==> config.mk <==
export PLATFORM = sky130hd
export DESIGN_NAME = finder_row_scanner
export DESIGN_NICKNAME = d
export VERILOG_FILES = /design/src/rtl/finder_row_scanner.sv
export SDC_FILE = /design/constraint.sdc
export NUM_CORES = 2
export LEC_CHECK = 0
export CORE_ASPECT_RATIO = 2
export CORE_UTILIZATION = 50
export CTS_BUF_LIST = sky130_fd_sc_hd__clkbuf_4 sky130_fd_sc_hd__clkbuf_8
export CTS_CLUSTER_DIAMETER = 60
export DETAILED_ROUTE_END_ITERATION = 7
export PLACE_DENSITY = 0.75
export SYNTH_ARGS = -nofsm -noshare
export SYNTH_HDL_FRONTEND = slang
export SYNTH_SLANG_ARGS = --single-unit
==> constraint.sdc <==
create_clock -name clk_in -period 9.59 [get_ports clk_in]
set_clock_uncertainty 0.05 [all_clocks]
set_input_delay 2.877 -clock clk_in [delete_from_list [all_inputs] [get_ports clk_in]]
set_output_delay 2.877 -clock clk_in [all_outputs]
set_load 0.05 [all_outputs]
==> src/rtl/finder_row_scanner.sv <==
// Walks one cleaned row a pixel per clock, run-length encodes it and flags
// dark:light:dark:light:dark run groups matching the 1:1:3:1:1 finder ratio.
module finder_row_scanner #(
  parameter int WIDTH = 480
) (
  input  logic             clk_in,
  input  logic             rst_in,
  input  logic [WIDTH-1:0] pattern_in,
  input  logic             pattern_valid,
  output logic             busy,
  output logic             hit_valid,
  output logic [8:0]       hit_center,
  output logic [8:0]       hit_width,
  output logic             scan_done,
  output logic [3:0]       hit_count
);

  typedef enum logic [1:0] {IDLE, SCAN, FLUSH} state_t;

  state_t           state;
  logic [WIDTH-1:0] row;
  logic [8:0]       index;
  logic [8:0]       run_len;
  logic             run_color;
  logic [8:0]       hist_len [4];
  logic [2:0]       hist_cnt;

  logic             pixel;
  logic             push_now;
  logic [8:0]       e_pos;
  logic [11:0]      t_sum;
  logic signed [15:0] t_s;
  logic             ratio_hit;
  logic             eval_hit;
  logic [8:0]       center_calc;

  // Distance of one run from its ideal share of the group, scaled to avoid division.
  function automatic logic ratio_ok(input logic signed [15:0] ref_t, input logic [8:0] len);
    logic signed [15:0] diff;
    diff = ref_t - 16'sd7 * signed'({7'd0, len});
    if (diff < 0) diff = -diff;
    return (diff <<< 1) < ref_t;
  endfunction

  assign pixel = row[index];

  // The run being closed is n0; the four retained runs become n1..n4.
  always_comb begin
    push_now    = 1'b0;
    e_pos       = index;
    t_sum       = 12'd0;
    t_s         = 16'sd0;
    ratio_hit   = 1'b0;
    eval_hit    = 1'b0;
    center_calc = 9'd0;
    if (state == FLUSH) begin
      push_now = 1'b1;
      e_pos    = 9'(WIDTH);
    end else if (state == SCAN && index != 9'd0 && pixel != run_color) begin
      push_now = 1'b1;
    end
    t_sum = {3'd0, run_len} + {3'd0, hist_len[0]} + {3'd0, hist_len[1]}
          + {3'd0, hist_len[2]} + {3'd0, hist_len[3]};
    t_s = signed'({4'd0, t_sum});
    ratio_hit = (t_sum >= 12'd7)
              && ratio_ok(t_s, run_len)
              && ratio_ok(t_s, hist_len[0])
              && ratio_ok(t_s * 16'sd3, hist_len[1])
              && ratio_ok(t_s, hist_len[2])
              && ratio_ok(t_s, hist_len[3]);
    eval_hit = push_now && (hist_cnt == 3'd4) && !run_color && ratio_hit;
    center_calc = e_pos - run_len - hist_len[0] - hist_len[1] + (hist_len[1] >> 1);
  end

  always_ff @(posedge clk_in) begin
    if (rst_in) begin
      state      <= IDLE;
      row        <= '0;
      index      <= 9'd0;
      run_len    <= 9'd0;
      run_color  <= 1'b0;
      hist_cnt   <= 3'd0;
      for (int i = 0; i < 4; i++) hist_len[i] <= 9'd0;
      busy       <= 1'b0;
      hit_valid  <= 1'b0;
      hit_center <= 9'd0;
      hit_width  <= 9'd0;
      scan_done  <= 1'b0;
      hit_count  <= 4'd0;
    end else begin
      hit_valid <= 1'b0;
      scan_done <= 1'b0;
      case (state)
        IDLE: begin
          if (pattern_valid) begin
            row       <= pattern_in;
            index     <= 9'd0;
            hit_count <= 4'd0;
            hist_cnt  <= 3'd0;
            busy      <= 1'b1;
            state     <= SCAN;
          end
        end
        SCAN: begin
          if (index == 9'd0 || pixel != run_color) begin
            run_color <= pixel;
            run_len   <= 9'd1;
          end else begin
            run_len <= run_len + 9'd1;
          end
          if (index == 9'(WIDTH - 1)) state <= FLUSH;
          else index <= index + 9'd1;
        end
        FLUSH: begin
          scan_done <= 1'b1;
          busy      <= 1'b0;
          state     <= IDLE;
        end
        default: state <= IDLE;
      endcase

      if (push_now) begin
        hist_len[0] <= run_len;
        hist_len[1] <= hist_len[0];
        hist_len[2] <= hist_len[1];
        hist_len[3] <= hist_len[2];
        if (hist_cnt != 3'd4) hist_cnt <= hist_cnt + 3'd1;
      end

      if (eval_hit) begin
        hit_valid  <= 1'b1;
        hit_center <= center_calc;
        hit_width  <= t_sum[8:0];
        if (hit_count != 4'd15) hit_count <= hit_count + 4'd1;
      end
    end
  end

endmodule

== Word level (Yosys, flattened, before mapping) ==
Memories as Yosys holds them, arrays and structs flattened.
Index checks and enable logic that the tools add are counted.

* Add/sub/neg operators: 22
* Multiply operators: 6
* Magnitude comparators: 12
* Equality and inequality tests: 10
* Multiplexer cells: 38
* Bitwise gates (word level): 4
* Reduce and logical (&&, ||, !) cells: 22

{| class="wikitable"
|+ Operators by type and width
! kind !! count
|-
| 15-bit 2-to-1 mux || 5
|-
| 9-bit 2-to-1 mux || 8
|-
| 16-bit by 13-bit < comparator with 1-bit output || 4
|-
| 3-bit by 9-bit multiplier with 12-bit output, first input constant || 5
|-
| 13-bit negation with 15-bit output || 4
|-
| 13-bit by 1-bit < comparator with 1-bit output, second input constant || 4
|-
| 12-bit by 12-bit subtractor with 13-bit output || 4
|-
| 9-bit subtractor || 3
|-
| 9-bit by 1-bit adder with 9-bit output, second input constant || 2
|-
| 9-bit case mux with 2 select lines || 1
|-
| 16-bit by 15-bit < comparator with 1-bit output || 1
|-
| 4-bit 2-to-1 mux || 4
|-
| 15-bit by 1-bit < comparator with 1-bit output, second input constant || 1
|-
| 15-bit negation || 1
|-
| 14-bit by 12-bit subtractor with 15-bit output || 1
|-
| 12-bit by 2-bit multiplier with 14-bit output, second input constant || 1
|-
| 11-bit by 9-bit adder with 12-bit output || 1
|-
| 12-bit by 9-bit adder with 12-bit output || 1
|-
| 12-bit by 3-bit greater-or-equal comparator with 1-bit output, second input constant || 1
|-
| 3-bit 2-to-1 mux || 4
|-
| 10-bit by 9-bit adder with 11-bit output || 1
|-
| 1-bit 2-to-1 mux || 11
|-
| 9-bit by 9-bit adder with 10-bit output || 1
|-
| 1-bit logical AND || 10
|-
| other kinds (26) || 35
|}

* Bits in registers: 529
* Memory bits (writable): 36
* Input port bits: 483
* Memories kept: 1

{| class="wikitable"
|+ Memories
! name !! words !! width !! rd ports !! clocked after Yosys merged registers in !! write ports !! line !! source
|-
| hist_len || 4 || 9 || 4 || 0 || 4 || 25 || <nowiki>logic [8:0] hist_len [4];</nowiki>
|}

== Depth between registers and ports, before layout ==
An unclocked memory read counts as a cell.

* Depth in word-level cells: 16
* Gate-level depth with buffers: 48
* Gate-level depth less buffers: 47

== Least setup slack after synthesis ==
No wires, ideal clock.

* Path kind: register to register
* Start: register run_len[3]
* End: register hit_width[5]
* Setup time: 0.123 ns
* Arrival: 10.382 ns
* Data required time: 9.417 ns
* Path slack: -0.965 ns
* Stages on the path, launching flop included: 44
* Clock period less this slack: 10.555 ns
* Path through: dfxtp_1 inv_1 fa_1 inv_1 fa_1 inv_1 fa_1 inv_1 ha_1 nor2b_1 o22a_1 xnor2_1 inv_1 ha_1 o21ai_0 o21bai_1 or3_1 o21ai_0 (+8 left out) xnor2_1 or3_1 nor3_1 o21ai_0 nand2_1 ha_1 or4_1 nor4_1 nand4_1 a211oi_1 o211ai_1 nor4_1 nand4_1 a2111oi_4 nand4b_4 nor2_8 buf_6 mux2_1

* Word-level cells in the longest chain between the ends: 14
* Elaborated cells on any way between the ends: 38
* Those cells by class: add/sub: 14; mul: 2; order compare: 11; mux: 5; reduce/logical: 6

{| class="wikitable"
|+ Ends and longest elaborated chain
! what !! line !! source
|-
| start, declared || 23 || <nowiki>logic [8:0] run_len;</nowiki>
|-
| start signal, assigned || 109 || <nowiki>run_len <= run_len + 9'd1;</nowiki>
|-
| 9-bit by 9-bit adder with 10-bit output (*) || 62 || <nowiki>t_sum = {3'd0, run_len} + {3'd0, hist_len[0]} + {3'd0, hist_len[1]}</nowiki>
|-
| 10-bit by 9-bit adder with 11-bit output (*) || 62 ||
|-
| 11-bit by 9-bit adder with 12-bit output (*) || 63 || <nowiki>+ {3'd0, hist_len[2]} + {3'd0, hist_len[3]};</nowiki>
|-
| 12-bit by 9-bit adder with 12-bit output (*) || 63 ||
|-
| named net t_sum[5] || 31 || <nowiki>logic [11:0] t_sum;</nowiki>
|-
| parallel branches: the longest is 10 deep, another holds 16-bit by 15-bit < comparator with 1-bit output || - ||
|-
| end signal, assigned || 133 || <nowiki>hit_width <= t_sum[8:0];</nowiki>
|-
| end, declared || 13 || <nowiki>output logic [8:0] hit_width,</nowiki>
|}

Mark *: on every way through the listed nets, which the timed path passes.
A chain may end at the register's enable or synchronous reset.

==> results by group <==
Yosys
  • Top cells by area, synth: dfxtp_1 31%, nand2_1 12%, a21oi_1 8.4%
  • Synthesized Nets: 4877
  • Syn Area/Cell: 8.44 µm²
  • Main synth FF type: dfxtp_1
  • Cell Area, Synth: around 34000 µm²
  • Top cell type's share of synthesized area: 30.7%
  • Synth Instances: 4083
  • Cell variety after synth: 100
  • Yosys top cell by area: dfxtp_1
  • Seq/Total Area, Yosys: between 30% and 40%
  • Asr flop ratio synth: 0%
  • FF+latch count, synth: between 500 and 600
  • EDFF count, synth: 36
  • Ys Warns: 0

Detailed routing
  • Remaining antenna violation count: 0
  • First drt pass iteration count: 7
  • Total wire length: roughly 130000 µm
  • Drt via density: 5.70
  • Mean routed wirelength per cell: between 20 and 25 µm
  • DR iter-0 viols: 2170
  • Total number of vias: 33.0k
  • DRC: 1

Critical path
  • CP Launch Point: hist_len[0][1]
  • Reg2reg end: hit_count[0]
  • Critical R2R Launch: hist_len[0][1]
  • WP data arrival: around 10 ns
  • CP endpoint kind: flop
  • R2R depth: 44
  • CP Data Required Time: 10.15 ns
  • CP Launch Type: flop
  • CP max stage cell: fa_1
  • Slowest stage delay, CP: 0.56 ns
  • CP Max Fanout: 4
  • R2r setup slk: -0.17 ns
  • Crit path kind: reg2reg
  • Critical Path Sink: hit_count[0]
  • Most frequent CP cell: inv_2

Die
  • Ports: 508
  • Core area: 67900 µm²
  • Die ar.: between 70000 and 80000 µm²
  • Width of the die: 188 µm
  • Die height: 373 µm
  • Starting Density: 50.8%
  • Floorplan row count: 135

Run
  • Total of max-cap violations: 0

Finish
  • # nets final: 5596
  • Layout Cells excl Fill: ~5.8k
  • Share of layout cells above drive strength 1: between 10% and 20%
  • Layout area overhead: 30.9%

Place
  • Port-buffer cells: 507
  • GP Congestion: slightly below 1
  • Setup Slack @ Placement: -0.600 ns
  • Detailed placement HPWL: 99400 µm
  • Placed Cells: 5586

Global routing
  • Initial antenna violation count: 46
  • First-pass GRT wire length: around 190000 µm
  • Overall routing resource usage: a little over a third
  • Largest net degree at the start of global routing: 247
  • Total congestion overflow: 0
  • Vias in the first global route: around 34k

Clock tree
  • Clk Latency, worst-skew pair: approximately 0.74 ns
  • Longest Clk Path Bufs: 3
  • CTS Root Cell: clkbuf_8
  • TritonCTS Buffers: just over 80
  • TritonCTS Sinks: 565
  • H-Tree Depth: 3
  • Worst-path clk slew: 0.06 ns
  • CTS tree: done

Timing
  • Final hold violations: 0
  • Setup Viol. Count Final: 19
  • Final min period: between 9 and 10 ns
  • Slew @ Worst Pin: 1.30 ns
  • Worst slew margin: 10.9%
  • Setup ws final: -0.172 ns
  • Final Slew Violations: 0
  • RSZ-0062 raised after global routing: true
  • Tcrit/Tclk final: 102%
  • Min Hold Slack: 0.401 ns
  • Max Fclk: 102 MHz

Min path
  • Hold Path Class: reg2reg
  • Hold Crit Start: row[244]

Pwr
  • Overall Power: 16.9 mW
  • Pwr/cell area: 375 nW/µm²
  • Maximum vdd ir drop: 0.000607 V
  • Lkg Pwr: approximately 18 nW

Run status
  • Outcome: complete, but fails checks
  • Failing checks: design-rule violations, negative setup slack
==> logic make-up after synthesis <==
group	after synthesis	synth area share, %
xor+xnor	133	3.40
mux	166	9.14
flops	565	33.9
buf+inv	493	5.61
simple gates	1529	18.9
fa+ha+maj	317	14.0
compound gates	880	15.0
==> cells in the mapped netlist (6+ instances only) <==
library cell / instances
nor2b_1: 46
clkbuf_1: 193
a311oi_1: 9
ha_1: 193
and2_1: 15
nand2b_1: 25
nand2_1: 1088
inv_1: 250
and3_1: 16
mux2i_1: 30
a21o_1: 25
o31ai_1: 11
o21ai_0: 64
buf_4: 7
buf_2: 21
nand3_1: 44
o2111ai_1: 7
or2_2: 18
xnor2_1: 97
dfxtp_1: 529
nor4_1: 15
a21oi_1: 575
a2111oi_0: 9
nand4_1: 26
nor2_1: 119
xor2_1: 35
nor3b_1: 7
mux4_2: 117
a211oi_1: 20
buf_1: 12
a22oi_1: 21
a31oi_1: 23
or3_1: 14
nor3_1: 63
o22ai_1: 9
maj3_1: 6
o211ai_1: 13
edfxtp_1: 36
o21a_1: 12
o21bai_1: 16
o41ai_1: 10
mux2_1: 17
fa_1: 118
==> worst max-delay path: cells and delay by family, from the launching register on <==
kind | cells | cell delay (ns)
flip-flops | 1 | 0.41
AND/OR/NAND/NOR | 7 | 1.64
multiplexers | 1 | 0.33
XOR/XNOR | 3 | 0.54
buffers and inverters | 10 | 1.01
AO/OA/AOI/OAI | 14 | 2.30
adder cells (fa/ha/maj) | 9 | 3.35
==> per-stage QoR <==
step / cell area [µm²] / TNS (ns) / util [%]
after floorplan: 34500 / 0 / -
after global placement: 42500 / -6.56 / 62.6
after detailed placement: 42500 / -11.68 / 62.6
after CTS: 44900 / -2.63 / 66.1
after global routing: 45100 / -9.67 / 66.4
final: 45100 / -1.91 / 66.4
==> layout by cell type (no fill, tap or decap), types with 99 or more instances in the layout <==
master	netlist	layout
ha_1	193	178
clkbuf_8	0	99
buf_4	7	346
clkdlybuf4s50_1	0	506
a21oi_1	575	564
nor2_1	119	116
dfxtp_1	529	522
nand2_1	1088	1087
inv_1	250	232
fa_1	118	116
mux4_2	117	117
==> sequential cells by signal, summed over array words and instances (netlist names), named ones only <==
signal      count
hit_valid       1
run_color       1
scan_done       1
state           2
hist_len       36
row           480
hit_width       9
hit_center      9
busy            1
hist_cnt        2
hit_count       4
index           9
run_len         9
==> worst min path at each step <==
stage          slack, ns  endpoint  cells past startpoint
2_1_floorplan       0.38  row[328]                      2
3_3_place_gp        0.39   row[38]                      2
3_5_place_dp        0.39  row[344]                      2
4_1_cts             0.40  row[344]                      2
5_1_grt             0.42  row[238]                      2
6_report            0.40  row[244]                      2
==> final cells by class <==
type	instances	area [µm²]
clock inverter	16	218
sequential	565	11700
inverter	255	963
multi-input combinational	3025	21400
antenna	38	95.1
clock buffer	127	1570
fill	5789	22800
timing repair buffer	874	8020
tap	890	1110
==> routing by layer <==
metal | wire length [µm] | global-route usage, % | part of all wire [%]
met5 | 107 | 0 | 0.083
met2 | 67300 | 65.3 | 52
met1 | 40800 | 33.5 | 32
met4 | 13300 | 35.6 | 10
met3 | 7990 | 7.82 | 6.2
==> where the power goes <==
part / internal, mW / switching (mW)
registers: 2.50 / 0.0792
logic: 5.84 / 6.38
clock network: 1.15 / 0.981
==> what timing repair did <==
action / in CTS / in global routing
cloned: 1 / 1
hold buffers: 0 / 0
resized for setup: 81 / 36
pin swaps: 17 / 9
endpoints found under the setup margin: 23 / 23
setup buffers: 21 / 2
Note: power is estimated with default switching activity, not from simulation.
